===== src/rtl/rhythm_pkg.sv =====
// Shared encodings for the rhythm-game hit judge: grade codes, FSM states and point values.
package rhythm_pkg;

  localparam logic [1:0] GRADE_MISS    = 2'b00;
  localparam logic [1:0] GRADE_GOOD    = 2'b01;
  localparam logic [1:0] GRADE_PERFECT = 2'b10;

  typedef enum logic [1:0] {
    ST_IDLE   = 2'd0,
    ST_ACTIVE = 2'd1,
    ST_REPORT = 2'd2
  } state_t;

  localparam logic [2:0] PTS_PERFECT = 3'd3;
  localparam logic [2:0] PTS_GOOD    = 3'd1;
  localparam logic [2:0] PTS_MISS    = 3'd0;
  localparam logic [2:0] STREAK_MULT = 3'd2;

  function automatic logic [2:0] grade_points(input logic [1:0] grade);
    case (grade)
      GRADE_PERFECT: return PTS_PERFECT;
      GRADE_GOOD:    return PTS_GOOD;
      default:       return PTS_MISS;
    endcase
  endfunction

endpackage


===== src/rtl/btn_sync_edge.sv =====
// Two-flop synchronizer plus registered falling-edge detect on the active-low button.
// press_o pulses for one cycle, three clocks after btn_n_i falls.
module btn_sync_edge (
  input  logic clk,
  input  logic rst,
  input  logic btn_n_i,
  output logic press_o
);

  logic s1_q, s2_q, prev_q, press_q;

  always_ff @(posedge clk or negedge rst) begin
    if (!rst) begin
      s1_q    <= 1'b0;
      s2_q    <= 1'b0;
      prev_q  <= 1'b0;
      press_q <= 1'b0;
    end else begin
      s1_q    <= btn_n_i;
      s2_q    <= s1_q;
      prev_q  <= s2_q;
      press_q <= prev_q & ~s2_q;
    end
  end

  assign press_o = press_q;

endmodule


===== src/rtl/hit_judge.sv =====
// Times a button press against a note window, grades it, and keeps score and streak.
// Optional HIT_JUDGE_STREAK_EN: keeps a streak counter and doubles points once streak >= 8.
module hit_judge
  import rhythm_pkg::*;
#(
  parameter int WINDOW_CYC  = 50000000,
  parameter int PERFECT_CYC = 5000000,
  parameter int GOOD_CYC    = 15000000,
  parameter int CNT_W       = 26,
  parameter int SCORE_W     = 16
) (
  input  logic               clk,
  input  logic               rst,
  input  logic               note_start,
  input  logic               btn_n,
  output logic               hit_valid,
  output logic [1:0]         hit_grade,
  output logic [SCORE_W-1:0] score,
  output logic [7:0]         streak,
  output logic               busy
);

  localparam logic [CNT_W-1:0] WIN_C  = CNT_W'(WINDOW_CYC);
  localparam logic [CNT_W-1:0] PERF_C = CNT_W'(PERFECT_CYC);
  localparam logic [CNT_W-1:0] GOOD_C = CNT_W'(GOOD_CYC);
  localparam logic [CNT_W-1:0] TMO_C  = CNT_W'(WINDOW_CYC + GOOD_CYC);

  state_t             state_q, state_d;
  logic [CNT_W-1:0]   cnt_q, cnt_d;
  logic [1:0]         grade_q, grade_d;
  logic [SCORE_W-1:0] score_q, score_d;
  logic               press;
  logic               judge;
  logic [CNT_W-1:0]   err;
  logic [1:0]         press_grade;
  logic [2:0]         pts;
  logic [3:0]         inc;
  logic [SCORE_W:0]   sum;

  btn_sync_edge u_btn (
    .clk     (clk),
    .rst     (rst),
    .btn_n_i (btn_n),
    .press_o (press)
  );

  always_comb begin
    err = (cnt_q >= WIN_C) ? (cnt_q - WIN_C) : (WIN_C - cnt_q);
    if (err <= PERF_C)      press_grade = GRADE_PERFECT;
    else if (err <= GOOD_C) press_grade = GRADE_GOOD;
    else                    press_grade = GRADE_MISS;
  end

  always_comb begin
    state_d = state_q;
    cnt_d   = cnt_q;
    grade_d = grade_q;
    judge   = 1'b0;
    case (state_q)
      ST_IDLE: begin
        if (note_start) begin
          state_d = ST_ACTIVE;
          cnt_d   = '0;
        end
      end
      ST_ACTIVE: begin
        // A press in the timeout cycle still counts as a press.
        if (press) begin
          judge   = 1'b1;
          grade_d = press_grade;
          state_d = ST_REPORT;
        end else if (cnt_q == TMO_C) begin
          judge   = 1'b1;
          grade_d = GRADE_MISS;
          state_d = ST_REPORT;
        end else begin
          cnt_d = cnt_q + CNT_W'(1);
        end
      end
      ST_REPORT: state_d = ST_IDLE;
      default:   state_d = ST_IDLE;
    endcase
  end

  assign pts = grade_points(grade_d);

`ifdef HIT_JUDGE_STREAK_EN
  logic [7:0] streak_q, streak_d;

  always_comb begin
    inc      = (streak_q >= 8'd8) ? ({1'b0, pts} * {1'b0, STREAK_MULT}) : {1'b0, pts};
    streak_d = streak_q;
    if (judge) begin
      if (grade_d == GRADE_MISS)  streak_d = 8'd0;
      else if (streak_q != 8'hFF) streak_d = streak_q + 8'd1;
    end
  end

  always_ff @(posedge clk or negedge rst) begin
    if (!rst) streak_q <= 8'd0;
    else      streak_q <= streak_d;
  end

  assign streak = streak_q;
`else
  assign inc    = {1'b0, pts};
  assign streak = 8'd0;
`endif

  always_comb begin
    sum     = {1'b0, score_q} + (SCORE_W+1)'(inc);
    score_d = score_q;
    if (judge) score_d = sum[SCORE_W] ? '1 : sum[SCORE_W-1:0];
  end

  always_ff @(posedge clk or negedge rst) begin
    if (!rst) begin
      state_q <= ST_IDLE;
      cnt_q   <= '0;
      grade_q <= GRADE_MISS;
      score_q <= '0;
    end else begin
      state_q <= state_d;
      cnt_q   <= cnt_d;
      grade_q <= grade_d;
      score_q <= score_d;
    end
  end

  assign hit_valid = (state_q == ST_REPORT);
  assign hit_grade = hit_valid ? grade_q : GRADE_MISS;
  assign busy      = (state_q != ST_IDLE);
  assign score     = score_q;

endmodule


===== config.mk =====
export PLATFORM = sky130hd
export DESIGN_NAME = hit_judge
export DESIGN_NICKNAME = d
export VERILOG_FILES = /design/src/rtl/rhythm_pkg.sv /design/src/rtl/btn_sync_edge.sv /design/src/rtl/hit_judge.sv
export SDC_FILE = /design/constraint.sdc
export NUM_CORES = 1
export LEC_CHECK = 0
export BUFFER_PORTS_ARGS = -buffer_cell sky130_fd_sc_hd__buf_2
export CORE_AREA = 5 5 97 99
export DETAILED_ROUTE_END_ITERATION = 10
export DIE_AREA = 0 0 102 104
export PLACE_DENSITY = 0.73
export SETUP_SLACK_MARGIN = 0.3
export SLEW_MARGIN = 20
export SYNTH_ARGS = -nofsm -noshare
export SYNTH_HDL_FRONTEND = slang
export SYNTH_SLANG_ARGS = --single-unit

===== constraint.sdc =====
create_clock -name clk -period 5.3 [get_ports clk]
set_input_delay 1.06 -clock clk [delete_from_list [all_inputs] [get_ports clk]]
set_output_delay 1.06 -clock clk [all_outputs]
set_load 0.03 [all_outputs]

==> results.md <==
* Slowest-stage cell, CP: dfrtp_1
* Max Root-Sink Buffers at 2
* Main area contributors after synthesis: dfrtp_1 30%, xor2_1 4.9%, nor2_1 4.5%
* Width of the die at 102 um
* Maximum vdd drop at 245.8 uV
* Final Hold Vio Count at 0
* # clock sinks at 50
* Final instance area at 4622 um^2
* Fmax at 210.1 MHz
* # Max-Cap Violations at 0
* ANT nets after route at 0
* Rows at 34
* Worst r2r src: cnt_q[8]
* CP most frequent cell: buf_4
* Clock transition at path regs at 90 ps
* Die area at 10,610 um^2
* Global-route wire length before repair at 18.42 mm
* Pin count of the biggest net entering global routing at 51
* Share of layout cells above drive strength 1 at 0.1920
* IO Pins at 32
* Count of unique library cells instantiated by Yosys at 87
* Clock latency on the worst-skew pair at 310 ps
* Worst reg2reg path depth at 21
* Post-synthesis cell count at 500
* Seq cells post-synth at 50
* FILL cells at 793
* Ys flop type: dfrtp_1
* P_sw at 455.7 uW
* Run status: complete, no violations
* Yosys top cell area share at 0.3025
* Period utilisation layout at 0.8981
* CP endpoint kind: register
* Cts hold-fix bufs at 0
* # H-tree levels at 2
* Number of synthesized flops with an enable pin at 0
* # setup viols final at 0
* Die span in y at 104 um
* HP Class: register to register
* Placer Congestion at 0.9210
* Initial Utilization at 0.4886
* Crit-path cells: buf_4, nor3_4, a21oi_4, o211ai_2, nand2_1, buf_4, or3_1, a31oi_1, nand2_1, nand4b_1, o32a_1, o2bb2ai_1, ha_1, inv_1, ha_1, fa_1, nand4_1, buf_4, nor2_1, a21oi_1, a31oi_1
* DRC violations left at 0
* Post-synth ARST share at 1.000
* Vias per std cell at 6.082
* Cell Area, Synth at 4136 um^2
* Worst hold stages at 0
* IO Port Bufs at 23
* Mean Syn Cell Area at 8.273 um^2
* Diodes inserted at 0
* CTS tree: yes
* Sequential area share after synthesis at 0.3025
* Initial antenna violation count at 0
* Worst R2R Setup Slack at 540 ps
* Max-slew headroom at 0.5336
* Hold path endpoint: u_btn.s2_q
* Gr ovfl total at 0
* Net Sw Frac at 0.4010
* Slew Viols, Final at 0
* Clk root buf: clkbuf_8
* Drt first pass iters at 6
* Reg power frac at 0.418
* Min Tclk post-route at 4760 ps
* Combinational share of power at 0.384
* Leakage at 1.994 nW
* Final nets at 541
* Hold_sp: u_btn.s1_q
* Area Growth Syn to Fin at 11.74%
* CP max FO at 11
* Drt wl/cell at 17.65 um
* Hold Worst Slack at 363.3 ps
* CP Launch Type: register
* Crit Path Category: register to register
* WP data arrival at 4940 ps
* Power density over the cells at 245.9 nW/um^2
* R2R Path End: score[14]
* Num CTS Buffers at 5
* Clock power share at 0.197
* Post-placement cell count at 624
* Post-DP HPWL at 8.061 mm
* Actual slew at the worst max-slew pin at 693.2 ps
* Setup TNS at 0 ps
* Worst EP required at 5480 ps
* Post-route insts no fill at 634
* Unrepaired setup endpoints after global routing: true
* Core area at 8466 um^2
* Synth Warn # at 0
* Detailed-route via count at 3,856
* Vias in the first global route at 3,701
* Slowest cell delay on critical path at 400 ps
* Internal at 680.8 uW
* Dpl cell area at 4384 um^2
* Drt total wl at 11.19 mm
* Skew final at 13.63 ps
* Total GRT Usage at 0.2111
* 1st-iter DRT viols at 348
* Dominant cell type by area after synthesis: dfrtp_1
sequential cells by signal, summed over array words and instances, names as in the netlist:
| register | flops |
|---|---|
| state_q | 2 |
| cnt_q | 26 |
| score | 16 |
| grade_q | 2 |
| u_btn.s1_q | 1 |
| u_btn.s2_q | 1 |
| u_btn.prev_q | 1 |
| u_btn.press_o | 1 |
cell families (layout without fill, tap and decap cells):
kind of cell	Yosys count	in the layout	share of synthesized area
xor gates and xnor gates	43	43	0.09105
buffers and inverters	54	73	0.06775
adders and majority gates	11	11	0.03509
DFF	50	50	0.3025
muxes	5	5	0.01240
other	1	8	0.0009066
and+or+nand+nor	232	232	0.3073
AOI/OAI and AO/OA	104	104	0.1830
power groups by stage:
stage	sequential, mW	combinational (mW)	clock (mW)
2_1_floorplan	0.503	0.274	0
3_3_place_gp	0.478	0.396	0
3_5_place_dp	0.480	0.409	0
4_1_cts	0.474	0.413	0.236
5_1_grt	0.484	0.487	0.249
6_report	0.476	0.437	0.224
worst max-delay path, delay by kind of cell (launching register included):
kind | cells | cell delay (ps)
simple gates | 7 | 1270
flops | 1 | 400
fa+ha+maj | 3 | 860
buf+inv | 4 | 580
compound gates | 7 | 1500
metal layers:
layer / part of all wire / vias to the layer above / GRT usage
met1: 0.43 / 1826 / 0.2865
met4: 0.018 / 0 / 0.06560
li1: - / 1845 / -
met2: 0.48 / 163 / 0.3412
met3: 0.068 / 22 / 0.03353
met5: 0 / - / 0
per-stage QoR:
stage | setup slack (ps) | util | total power [mW]
3_3_place_gp | 343.1 | 0.5179 | 0.8742
2_1_floorplan | 532.1 | - | 0.7769
4_1_cts | 341.1 | 0.5279 | 1.123
5_1_grt | 246.0 | 0.5460 | 1.220
3_5_place_dp | 293.3 | 0.5179 | 0.8888
6_report | 540.0 | 0.5460 | 1.137
cell type report:
class	count	area [um^2]	share of cell area
sequential	50	1255	0.2715
inverter	13	48.80	0.01056
clock buffer	5	68.82	0.01489
multi-input combinational	403	2760	0.5972
timing repair buffer	53	340.3	0.07363
clock inverter	2	13.76	0.002978
tap	108	135.1	0.02924
timing repair:
action                     4_1_cts  5_1_grt
hold endpoints to repair         0        0
pin swaps                        0        4
gates resized for setup          1       29
setup endpoints to repair       16       16
buffers inserted                 0        3
cell usage in the layout, fill, tap and decap left out, types with 5 or more instances in the layout:
cell,n
a21oi_1,16
a31oi_1,8
and2_1,7
and3_1,5
and4_1,6
buf_2,23
buf_4,30
clkbuf_8,5
conb_1,8
dfrtp_1,47
ha_1,8
inv_1,11
nand2_1,49
nand3_1,25
nand4_1,12
nor2_1,50
nor2b_1,11
nor3_1,13
nor4_1,6
o21a_1,5
o21ai_0,16
o22ai_1,6
or3_1,10
xnor2_1,20
xor2_1,23
cell usage after synthesis (12+ instances only):
master,n
a21oi_1,18
clkbuf_1,15
dfrtp_1,50
inv_1,13
nand2_1,49
nand3_1,25
nand4_1,12
nor2_1,50
nor2b_1,12
nor3_1,14
o21ai_0,17
xnor2_1,20
xor2_1,23
worst max path at each step:
stage          depth (start not counted)       from         to  slack (ps)
6_report                              21   cnt_q[8]  score[14]         540
5_1_grt                               21   cnt_q[7]  score[14]         250
4_1_cts                               19  cnt_q[11]  score[14]         340
3_5_place_dp                          21   cnt_q[0]  score[14]         290
3_3_place_gp                          20   cnt_q[0]   score[6]         340
2_1_floorplan                         20   cnt_q[7]  score[12]         530
Power figures use the tool's default switching activity.
